$ cat src/rtl/beat_timer_pkg.sv
// Shared constants for the beat timer: channel mode encodings and default widths.
package beat_timer_pkg;

  localparam logic MODE_ONESHOT  = 1'b0;
  localparam logic MODE_PERIODIC = 1'b1;

  localparam int DEF_CNT_W = 28;
  localparam int DEF_PRE_W = 8;

endpackage

$ cat src/rtl/beat_timer_chan.sv
// One beat channel: latched period/mode, tick counter, running flag,
// registered finish pulse and sticky pending flag.
module beat_chan
  import beat_timer_pkg::*;
#(
  parameter int CNT_W = DEF_CNT_W
) (
  input  logic             clk,
  input  logic             rst,
  input  logic             tick,
  input  logic             start,
  input  logic             stop,
  input  logic             periodic_in,
  input  logic [CNT_W-1:0] period_in,
  input  logic             pend_clr,
  output logic             running,
  output logic             beat_finish,
  output logic             beat_pending
);

  logic [CNT_W-1:0] cnt_q, cnt_d;
  logic [CNT_W-1:0] per_q, per_d;
  logic             mode_q, mode_d;
  logic             run_q, run_d;
  logic             fin_q, fin_d;
  logic             pend_q, pend_d;
  logic [CNT_W-1:0] last_s;

  // Final count of a beat; a zero period behaves like a period of one.
  always_comb begin
    if (per_q == {CNT_W{1'b0}}) begin
      last_s = {CNT_W{1'b0}};
    end else begin
      last_s = per_q - CNT_W'(1);
    end
  end

  // Next-state logic; stop beats start, and a restart discards the beat in flight.
  always_comb begin
    cnt_d  = cnt_q;
    per_d  = per_q;
    mode_d = mode_q;
    run_d  = run_q;
    fin_d  = 1'b0;
    if (stop) begin
      run_d = 1'b0;
      cnt_d = {CNT_W{1'b0}};
    end else if (start) begin
      per_d  = period_in;
      mode_d = periodic_in;
      cnt_d  = {CNT_W{1'b0}};
      run_d  = 1'b1;
    end else if (run_q && tick) begin
      if (cnt_q >= last_s) begin
        cnt_d = {CNT_W{1'b0}};
        fin_d = 1'b1;
        run_d = (mode_q == MODE_PERIODIC);
      end else begin
        cnt_d = cnt_q + CNT_W'(1);
      end
    end else begin
      cnt_d = cnt_q;
    end
    pend_d = fin_d | (pend_q & ~pend_clr);
  end

  // Channel state registers.
  always_ff @(posedge clk or posedge rst) begin
    if (rst) begin
      cnt_q  <= {CNT_W{1'b0}};
      per_q  <= {CNT_W{1'b0}};
      mode_q <= MODE_ONESHOT;
      run_q  <= 1'b0;
      fin_q  <= 1'b0;
      pend_q <= 1'b0;
    end else begin
      cnt_q  <= cnt_d;
      per_q  <= per_d;
      mode_q <= mode_d;
      run_q  <= run_d;
      fin_q  <= fin_d;
      pend_q <= pend_d;
    end
  end

  assign running      = run_q;
  assign beat_finish  = fin_q;
  assign beat_pending = pend_q;

endmodule

$ cat src/rtl/beat_timer.sv
// Multi-channel beat timer: shared prescaler, CH beat channels and a
// registered music interrupt built from the masked pending flags.
module beat_timer
  import beat_timer_pkg::*;
#(
  parameter int CH    = 4,
  parameter int CNT_W = DEF_CNT_W,
  parameter int PRE_W = DEF_PRE_W
) (
  input  logic                clk,
  input  logic                rst,
  input  logic                en,
  input  logic [PRE_W-1:0]    prescale,
  input  logic [CH-1:0]       start,
  input  logic [CH-1:0]       stop,
  input  logic [CH-1:0]       periodic,
  input  logic [CH*CNT_W-1:0] period,
  input  logic [CH-1:0]       pend_clr,
  input  logic [CH-1:0]       irq_mask,
  output logic [CH-1:0]       running,
  output logic [CH-1:0]       beat_finish,
  output logic [CH-1:0]       beat_pending,
  output logic                music_interrupt
);

  logic [PRE_W-1:0] pre_cnt_q, pre_cnt_d;
  logic             tick_s;
  logic             irq_q, irq_d;

  // The >= compare lets a lowered prescale take effect without a long wrap.
  always_comb begin
    tick_s = en && (pre_cnt_q >= prescale);
    if (!en) begin
      pre_cnt_d = pre_cnt_q;
    end else if (tick_s) begin
      pre_cnt_d = {PRE_W{1'b0}};
    end else begin
      pre_cnt_d = pre_cnt_q + PRE_W'(1);
    end
    irq_d = |(beat_pending & irq_mask);
  end

  // Prescaler count and interrupt register.
  always_ff @(posedge clk or posedge rst) begin
    if (rst) begin
      pre_cnt_q <= {PRE_W{1'b0}};
      irq_q     <= 1'b0;
    end else begin
      pre_cnt_q <= pre_cnt_d;
      irq_q     <= irq_d;
    end
  end

  assign music_interrupt = irq_q;

  for (genvar gi = 0; gi < CH; gi++) begin : g_chan
    beat_chan #(.CNT_W(CNT_W)) u_chan (
      .clk          (clk),
      .rst          (rst),
      .tick         (tick_s),
      .start        (start[gi]),
      .stop         (stop[gi]),
      .periodic_in  (periodic[gi]),
      .period_in    (period[gi*CNT_W +: CNT_W]),
      .pend_clr     (pend_clr[gi]),
      .running      (running[gi]),
      .beat_finish  (beat_finish[gi]),
      .beat_pending (beat_pending[gi])
    );
  end

endmodule

$ cat config.mk
export PLATFORM = sky130hd
export DESIGN_NAME = beat_timer
export DESIGN_NICKNAME = d
export VERILOG_FILES = /design/src/rtl/beat_timer_pkg.sv /design/src/rtl/beat_timer_chan.sv /design/src/rtl/beat_timer.sv
export SDC_FILE = /design/constraint.sdc
export NUM_CORES = 1
export LEC_CHECK = 0
export ABC_AREA = 1
export BUFFER_PORTS_ARGS = -buffer_cell sky130_fd_sc_hd__buf_2
export CORE_UTILIZATION = 51
export DETAILED_ROUTE_END_ITERATION = 8
export PLACE_DENSITY = 0.7
export REMOVE_ABC_BUFFERS = 1
export SYNTH_ARGS = -nofsm -noshare
export SYNTH_HDL_FRONTEND = slang
export SYNTH_HIERARCHICAL = 1
export SYNTH_SLANG_ARGS = --single-unit
$ cat constraint.sdc
create_clock -name clk -period 7.2 [get_ports clk]
set_clock_uncertainty 0.05 [all_clocks]
set_input_delay 0.36 -clock clk [delete_from_list [all_inputs] [get_ports clk]]
set_output_delay 0.36 -clock clk [all_outputs]
set_load 0.05 [all_outputs]
# ---- Yosys cells after proc, flatten, opt, wreduce, memory -nomap -nowiden
# Cells that the tools add are included.
dict set report word_totals {
  word_cells 136
  reg_bits 249
  input_bits 143
}
dict set report classes {
  reduce_logical 26
  bitwise 17
  n_mux 53
  n_lt_le_gt_ge 5
  addsub 9
}
# op n
set ops {}
lappend ops {{2-to-1 mux 28 bit} 20}
lappend ops {{adder 28 x 1 -> 28 bit, second input constant} 4}
lappend ops {{greater-or-equal comparator 28 bit} 4}
lappend ops {{zero test 28 bit} 4}
lappend ops {{subtractor 28 x 1 -> 28 bit, second input constant} 4}
lappend ops {{2-to-1 mux 1 bit} 32}
lappend ops {{nonzero test 3 bit} 8}
lappend ops {{AND reduction 2 bit} 8}
lappend ops {{adder 8 x 1 -> 8 bit, second input constant} 1}
lappend ops {{greater-or-equal comparator 8 bit} 1}
lappend ops {{2-to-1 mux 8 bit} 1}
lappend ops {{NOT 1 bit} 8}
lappend ops {{logical AND 1 bit} 5}
lappend ops {{bitwise AND 1 bit} 4}
lappend ops {{bitwise AND 4 bit} 1}
lappend ops {{OR 1 bit} 4}
lappend ops {{OR reduction 4 bit} 1}

# ---- Longest topological paths before layout
# Gate-level depths: netlist of the first run.
dict set report logic_depth {
  word_depth 8
  ltp_mapped 24
}

# ---- Cells and area by module
# The synthesis of the first run kept the hierarchy.
# mod seq_area_each_um2 cells_each instances area_per_inst_um2
set modules_own_cells {}
lappend modules_own_cells {{beat_chan (g_chan[0].u_chan ...)} 1501.4 615 2 4489.3}
lappend modules_own_cells {{beat_chan (g_chan[3].u_chan)} 1501.4 585 1 4260.3}
lappend modules_own_cells {{beat_chan (g_chan[1].u_chan)} 1501.4 588 1 4244.1}
lappend modules_own_cells {beat_timer 225.2 93 1 710.7}

# ---- Worst setup path after synthesis of the first run
# No wires, ideal clock.
dict set report synth_timing {
  kind {reg2reg}
  from {register g_chan[0].u_chan.per_q[0]}
  to {register g_chan[0].u_chan.cnt_q[5]}
  setup_time_ps 126
  t_required_ps 7024
  arrival_time_ps 2771
  path_stages_with_launch 23
  slack_ps 4253
  path_buffers 1
  period_less_slack_ps 2947
  path_cell_list {dfrtp_1 -> inv_1 -> ha_1 -> nand2_4 -> nor2_8 -> nand3_4 -> nor3b_4 -> nand2_1 -> nand2_1 -> nand3_1 -> ha_1 -> nand2_1 -> nor2_1 -> nand2_1 -> nor2_1 -> nand2_1 -> nand2_1 -> nor2_1 -> nand3_1 -> nand2_1 -> inv_2 -> buf_6 -> nor2_1}
}
dict set report synth_via {
  elab_chain_cells 7
}
# item line_no
set synth_rtl {}
lappend synth_rtl {{start, declared} beat_timer_chan.sv:22} ;# logic [CNT_W-1:0] per_q, per_d;
lappend synth_rtl {{start signal, assigned} beat_timer_chan.sv:71} ;# per_q <= {CNT_W{1'b0}};
lappend synth_rtl {{start signal, assigned} beat_timer_chan.sv:78} ;# per_q <= per_d;
lappend synth_rtl {{subtractor 28 x 1 -> 28 bit / zero test 28 bit (equally long branches)} {beat_timer_chan.sv:34, beat_timer_chan.sv:31}}
lappend synth_rtl {{2-to-1 mux 28 bit *} beat_timer_chan.sv:31} ;# if (per_q == {CNT_W{1'b0}}) begin
lappend synth_rtl {{greater-or-equal comparator 28 bit *} beat_timer_chan.sv:54} ;# if (cnt_q >= last_s) begin
lappend synth_rtl {{2-to-1 mux 28 bit *} beat_timer_chan.sv:54}
lappend synth_rtl {{2-to-1 mux 28 bit *} beat_timer_chan.sv:53} ;# end else if (run_q && tick) begin
lappend synth_rtl {{2-to-1 mux 28 bit *} beat_timer_chan.sv:48} ;# end else if (start) begin
lappend synth_rtl {{2-to-1 mux 28 bit *} beat_timer_chan.sv:45} ;# if (stop) begin
lappend synth_rtl {{end signal, assigned} beat_timer_chan.sv:70} ;# cnt_q <= {CNT_W{1'b0}};
lappend synth_rtl {{end signal, assigned} beat_timer_chan.sv:77} ;# cnt_q <= cnt_d;
lappend synth_rtl {{end, declared} beat_timer_chan.sv:21} ;# logic [CNT_W-1:0] cnt_q, cnt_d;
# Every way passes the cells marked *; elsewhere a longest branch is shown, timed or not. The select of a mux whose other input is x is not followed.
# A chain may end at the register's enable or synchronous reset.

# ---- Worst setup path after layout of the first run
dict set report layout_timing {
  from {register g_chan[2].u_chan.per_q[8]}
  to {register g_chan[2].u_chan.cnt_q[21]}
}
dict set report layout_via {
  elab_chain_cells 7
}
# item line_no
set layout_rtl {}
lappend layout_rtl {{start, declared} beat_timer_chan.sv:22}
lappend layout_rtl {{start signal, assigned} beat_timer_chan.sv:71}
lappend layout_rtl {{start signal, assigned} beat_timer_chan.sv:78}
lappend layout_rtl {{subtractor 28 x 1 -> 28 bit / zero test 28 bit (equally long branches)} {beat_timer_chan.sv:34, beat_timer_chan.sv:31}}
lappend layout_rtl {{2-to-1 mux 28 bit *} beat_timer_chan.sv:31}
lappend layout_rtl {{greater-or-equal comparator 28 bit *} beat_timer_chan.sv:54}
lappend layout_rtl {{2-to-1 mux 28 bit *} beat_timer_chan.sv:54}
lappend layout_rtl {{2-to-1 mux 28 bit *} beat_timer_chan.sv:53}
lappend layout_rtl {{2-to-1 mux 28 bit *} beat_timer_chan.sv:48}
lappend layout_rtl {{2-to-1 mux 28 bit *} beat_timer_chan.sv:45}
lappend layout_rtl {{end signal, assigned} beat_timer_chan.sv:70}
lappend layout_rtl {{end signal, assigned} beat_timer_chan.sv:77}
lappend layout_rtl {{end, declared} beat_timer_chan.sv:21}
# Marks and branches as above.

==> impl_metrics.tcl, run 1 <==
set metrics [dict create \
    syn_area_mm2 0.01819 \
    worstSetupPathType "flip-flop to flip-flop" \
    die_w_um 190.9 \
    swShare_pct 31.75 \
    cts_buffers 30 \
    yosys_warnings 6 \
    vias 16710 \
    drc_errors 0 \
    clk_pin_slew_ns 0.06 \
    synth_seq_cells 249 \
    internal_power_mw 2.757 \
    power_switching_mw 1.283 \
    cts_max_level 1 \
    grt_max_degree 61 \
    synth_top_cell_area_share_pct 34.25 \
    synthTopCellsByCount "nand2_1, nor2_1, inv_1" \
    fillCellCount 3093 \
    critPathLaunchType "flip-flop" \
    rows 68 \
    synth.most_common_cell "nand2_1" \
    coreArea_mm2 0.03480 \
    hold_path.class "primary input to flip-flop" \
    synth_edf_count 0 \
    dpl_worst_slack_ns 3.357 \
    avgRoutedWirePerCell_um 13.74 \
    max_freq_mhz 259.4 \
    synthDistinctLibCells 49 \
    rsz0062_at_grt "false" \
    hpwl_mm 33.08 \
    drt_iter0_drc 787 \
    p_leak_nw 10.63 \
    io_pins 156 \
    tightest_slew_ns 0.9833 \
    synth-main-ff-cell "dfrtp_1" \
    die_h_um 190.9 \
    postRouteAntennaNets 0 \
    grt_pass1_wl_mm 75.53 \
    yosysSeqAreaShare_pct 34.25 \
    p_seq_share_pct 40.4 \
    layout-drive-gt1-share_pct 14.17 \
    synth_cells 2496 \
    clk-insertion-delay-late_ns 0.58 \
    synth.area.top_cells "dfrtp_1, nand2_1, ha_1" \
    via_per_inst 5.152 \
    critPathCaptureType "flip-flop" \
    regArea_mm2 0.006231 \
    finalMaxSlewViolations 0 \
    cts_setup_buffers 0 \
    dr.pass1.iters 5 \
    hold_viol 1 \
    clock_path_buffers 3 \
    drv_cap 0 \
    slew-limit-headroom_pct 34.29 \
    fin_nets 3041 \
    dieArea_mm2 0.03643 \
    path_max_fanout 26 \
    yosys.area.top_type "dfrtp_1" \
    period_needed_ns 3.856 \
    period_share_pct 53.55 \
    port_buffers 155 \
    synthArstFlopShare_pct 100.0 \
    critical_path_arrival_ns 4.24 \
    setup-tns-final_ns 0 \
    timing.hold.ws_ns -0.001198 \
    totalWireLength_mm 44.57 \
    cts.sinks 249 \
    finalSetupViolCount 0 \
    status "complete, but fails checks" \
    irDropWorstVdd_v 0.0001821 \
    initial_core_util_pct 52.28 \
    syn_to_final_growth_pct 18.41 \
    overflow 0 \
    first_global_vias 16080 \
    violations "negative hold slack" \
    gp_congestion 0.9100 \
    setup_slack_ns 3.344 \
    antenna_found_initial 1 \
    power.density_mw_per_mm2 187.5 \
    cts_tree "yes" \
    pwr-share-clk_pct 38.5 \
    combinationalPowerShare_pct 21.1 \
    required_ns 7.59 \
    avgSynthCellArea_um2 7.289 \
    grt_usage_pct 25.11 \
    cts-root-buf "clkbuf_16" \
    multi_input_area_mm2 0.01046 \
]
## cells in the final DEF (no fill, tap or decap), types with 47 or more instances in the layout
cell type / count
nand4_1: 49
nand3_1: 182
nand2_1: 625
inv_1: 308
nor2_1: 314
nor3_1: 47
o21ai_0: 154
dlygate4sd3_1: 121
xor2_1: 63
dfrtp_1: 249
buf_2: 155
a21oi_1: 65
ha_1: 133
## kinds of logic after synthesis
| logic type | Yosys count | share of synthesized area [%] |
|---|---|---|
| buffers and inverters | 374 | 8.411 |
| muxes | 1 | 0.05502 |
| and+or+nand+nor | 1385 | 35.99 |
| DFF | 249 | 34.25 |
| adders and majority gates | 133 | 9.147 |
| xor gates and xnor gates | 93 | 4.477 |
| AOI/OAI and AO/OA | 261 | 7.675 |
## per-layer routing
metal,part of all wire [%],vias up,global-route usage [%]
li1,-,8571,-
met1,46,7765,32.91
met2,48,307,43.46
met3,3.8,69,2.852
met4,2.6,0,6.985
met5,0,-,0
## flip-flops by register name, summed over array words and instances (netlist names)
register / cells
g_chan.u_chan/beat_finish: 4
g_chan.u_chan/beat_pending: 4
g_chan.u_chan/cnt_q: 112
g_chan.u_chan/mode_q: 4
g_chan.u_chan/per_q: 112
g_chan.u_chan/running: 4
music_interrupt: 1
pre_cnt_q: 8
## worst max-delay path, stage by stage (launching register included)
cell and delay (ns):
dfrtp_1 0.43, nor2_4 0.20, inv_1 0.07, nor3_2 0.12
nand2_1 0.10, nor2_2 0.17, nand4_1 0.75, nand3_1 0.37
ha_1 0.18, nand2_1 0.05, nor2_1 0.14, nand2_1 0.11
nor3_1 0.23, nand2_1 0.11, nand3_1 0.10, nand2_1 0.08
inv_2 0.37, nor2_1 0.09
## final timing paths
path | startpoint | endpoint | slack, ns | cells past startpoint
max in group asynchronous | rst | g_chan[3].u_chan/per_q[25] | 5.95 | 4
worst min-delay path | irq_mask[2] | music_interrupt | -0.001 | 3
min in group asynchronous | rst | music_interrupt | 0.39 | 3
worst min register to register | g_chan[0].u_chan/mode_q | g_chan[0].u_chan/mode_q | 0.45 | 2
worst max register to register | g_chan[2].u_chan/per_q[8] | g_chan[2].u_chan/cnt_q[21] | 3.34 | 17
worst max-delay path | g_chan[2].u_chan/per_q[8] | g_chan[2].u_chan/cnt_q[21] | 3.34 | 17
## power by group through the flow
stage               clock (mW)  combinational, mW  sequential [mW]
detailed placement           0              0.801             1.65
floorplan                    0              0.585             1.63
finish                    1.56              0.852             1.63
CTS                       1.60              0.857             1.63
global placement             0              0.771             1.65
global route              1.65              0.981             1.65
## metrics by stage
| stage | std cells | instance area (µm²) | total power [mW] | util (%) |
|---|---|---|---|---|
| 3_5_place_dp | 3067 | 19320 | 2.453 | 55.51 |
| 4_1_cts | 3243 | 21540 | 4.089 | 61.90 |
| 2_1_floorplan | 2451 | 17900 | 2.215 | - |
| 5_1_grt | 3244 | 21540 | 4.282 | 61.91 |
| 6_report | 3244 | 21540 | 4.039 | 61.91 |
| 3_3_place_gp | 3067 | 19320 | 2.421 | 55.51 |
## cell type report
class	instances	share of cell area, %
sequential	249	28.92
clock buffer	38	3.909
tap	455	2.643
timing repair buffer	282	9.432
multi-input combinational	1873	48.54
clock inverter	17	0.7957
antenna	1	0.01162
inverter	329	5.744
## what timing repair did
item / CTS / global route
gates resized for setup: 0 / 0
hold buffers: 121 / 0
hold endpoints to repair: 129 / 0
(Power assumes the default switching activity.)
==> run 2: changes to the inputs <==
Settings changed: PLACE_DENSITY 0.7 to 0.73.
Clock period 7.2 ns to 3.33 ns, I/O delays scaled along.
==> run 2 against run 1 <==
Net effect:
- the run now ends clean
- final cell count is 3.0% higher
- global-route usage is 1.1 points higher
- sequential share of layout area shrank 1.4 points
- die area stayed put
- critical endpoint is now g_chan[1].u_chan/cnt_q[11]
- highest routed layer is now met5
==> impl_metrics.tcl, run 2 (synthesized netlist as in run 1, its figures left out) <==
set metrics [dict create \
    required_ns 3.79 \
    syn_to_final_growth_pct 24.68 \
    rows 68 \
    final_cells 3340 \
    grt_max_degree 57 \
    grt_usage_pct 26.23 \
    slew-limit-headroom_pct 36.45 \
    pwr-share-clk_pct 38.1 \
    post_dp_cell_area_mm2 0.01946 \
    grt_pass1_wl_mm 79.14 \
    antenna_found_initial 1 \
    hold_viol 0 \
    cts_max_level 1 \
    irDropWorstVdd_v 0.0004160 \
    die_w_um 190.9 \
    period_share_pct 95.18 \
    dieArea_mm2 0.03643 \
    top_regs "g_chan.u_chan/cnt_q x112, g_chan.u_chan/per_q x112, pre_cnt_q x8" \
    setup_slack_ns 0.1606 \
    post-route-util_pct 65.19 \
    status "complete, no violations" \
    port_buffers 155 \
    swShare_pct 31.54 \
    layout-drive-gt1-share_pct 16.60 \
    first_global_vias 17070 \
    clock_path_buffers 3 \
    critPathLaunchType "flip-flop" \
    clk-insertion-delay-late_ns 0.58 \
    dr.pass1.iters 5 \
    diodes 0 \
    hpwl_mm 33.95 \
    avgRoutedWirePerCell_um 14.27 \
    power_mw 8.991 \
    totalWireLength_mm 47.68 \
    period_needed_ns 3.169 \
    worstSetupPathType "flip-flop to flip-flop" \
    cts-root-buf "clkbuf_16" \
    power_switching_mw 2.836 \
    drv_cap 0 \
    postRouteAntennaNets 0 \
    drc_errors 0 \
    finalMaxSlewViolations 0 \
    power.density_mw_per_mm2 396.4 \
    gp_congestion 0.9376 \
    p_leak_nw 11.11 \
    p_seq_share_pct 39.3 \
    cts_buffers 29 \
    final_common_cell "nand2_1" \
    setup-tns-final_ns 0 \
    clk_pin_slew_ns 0.06 \
    finalSetupViolCount 0 \
    critPathCaptureType "flip-flop" \
    tightest_slew_ns 0.9519 \
    path_max_fanout 12 \
    final_area_mm2 0.02268 \
    critical_path_arrival_ns 3.63 \
    overflow 0 \
    dp.cells 3086 \
    max_freq_mhz 315.5 \
    cts_tree "yes" \
    cts.sinks 249 \
    fillCellCount 2883 \
    initial_core_util_pct 52.28 \
    die_h_um 190.9 \
    fin_nets 3138 \
    timing.hold.ws_ns 0.1581 \
    dpl_worst_slack_ns 0.04673 \
    combinationalPowerShare_pct 22.6 \
    internal_power_mw 6.155 \
    coreArea_mm2 0.03480 \
    io_pins 156 \
    drt_iter0_drc 943 \
    mostFrequentLayoutCells "nand2_1, inv_1, nor2_1, dfrtp_1, nand3_1" \
    via_per_inst 5.266 \
    vias 17590 \
    hold_path.class "primary input to asynchronous set/reset pin" \
]
run 2: final timing paths:
check                                        endpoint                       start  slack (ns)  cells past startpoint
min in group clk                         pre_cnt_q[0]                 prescale[7]        0.18                      7
max in group asynchronous  g_chan[3].u_chan/cnt_q[11]                         rst        2.03                      4
max reg2reg                g_chan[1].u_chan/cnt_q[11]  g_chan[1].u_chan/per_q[19]        0.16                     20
min                                      pre_cnt_q[4]                         rst        0.16                      3
max                        g_chan[1].u_chan/cnt_q[11]  g_chan[1].u_chan/per_q[19]        0.16                     20
min reg2reg                   g_chan[0].u_chan/mode_q     g_chan[0].u_chan/mode_q        0.45                      2
run 2: critical path: stages (launching register included):
cell and delay, ns:
dfrtp_1 0.40, inv_1 0.11, nand2_1 0.12, nor2_1 0.13, nand2_1 0.11, nor4_1 0.34, nand3_2 0.32, nand3_1 0.16
ha_1 0.25, nand2_1 0.09, nor2_2 0.04, nand2_1 0.13, nor2_1 0.06, nand2_1 0.06, nand2_1 0.05, nor2_2 0.16
nand3_2 0.11, nand2_2 0.09, inv_2 0.05, buf_4 0.17, nor2_1 0.09
run 2: what timing repair did:
action                                 in CTS  in global routing
setup endpoints to repair                   0                112
hold buffers                              176                  0
endpoints found under the hold margin     304                  0
resized for setup                           0                 80
setup buffers                               0                 23
run 2: per-layer routing:
metal | track usage (%) | share of wire [%]
met5 | 0 | 0.027
met2 | 46.92 | 50
met3 | 3.165 | 4.4
met1 | 32.47 | 43
met4 | 8.615 | 3.0
run 2: area by class of cell:
class	instances	area (µm²)	share of cell area, %
Clock buffer	41	860.8	3.795
Clock inverter	13	171.4	0.7557
Inverter	329	1257	5.543
Multi-Input combinational cell	1873	10670	47.02
Sequential cell	249	6235	27.48
Tap cell	455	569.3	2.510
Timing Repair Buffer	379	2917	12.86
Timing Repair inverter	1	8.758	0.03861
run 2: power groups by stage:
stage	Combinational (mW)	Clock, mW	Sequential (mW)
5_1_grt	2.31	3.62	3.57
4_1_cts	1.95	3.51	3.52
6_report	2.03	3.42	3.54
2_1_floorplan	1.26	0	3.53
3_5_place_dp	1.76	0	3.57
3_3_place_gp	1.69	0	3.57
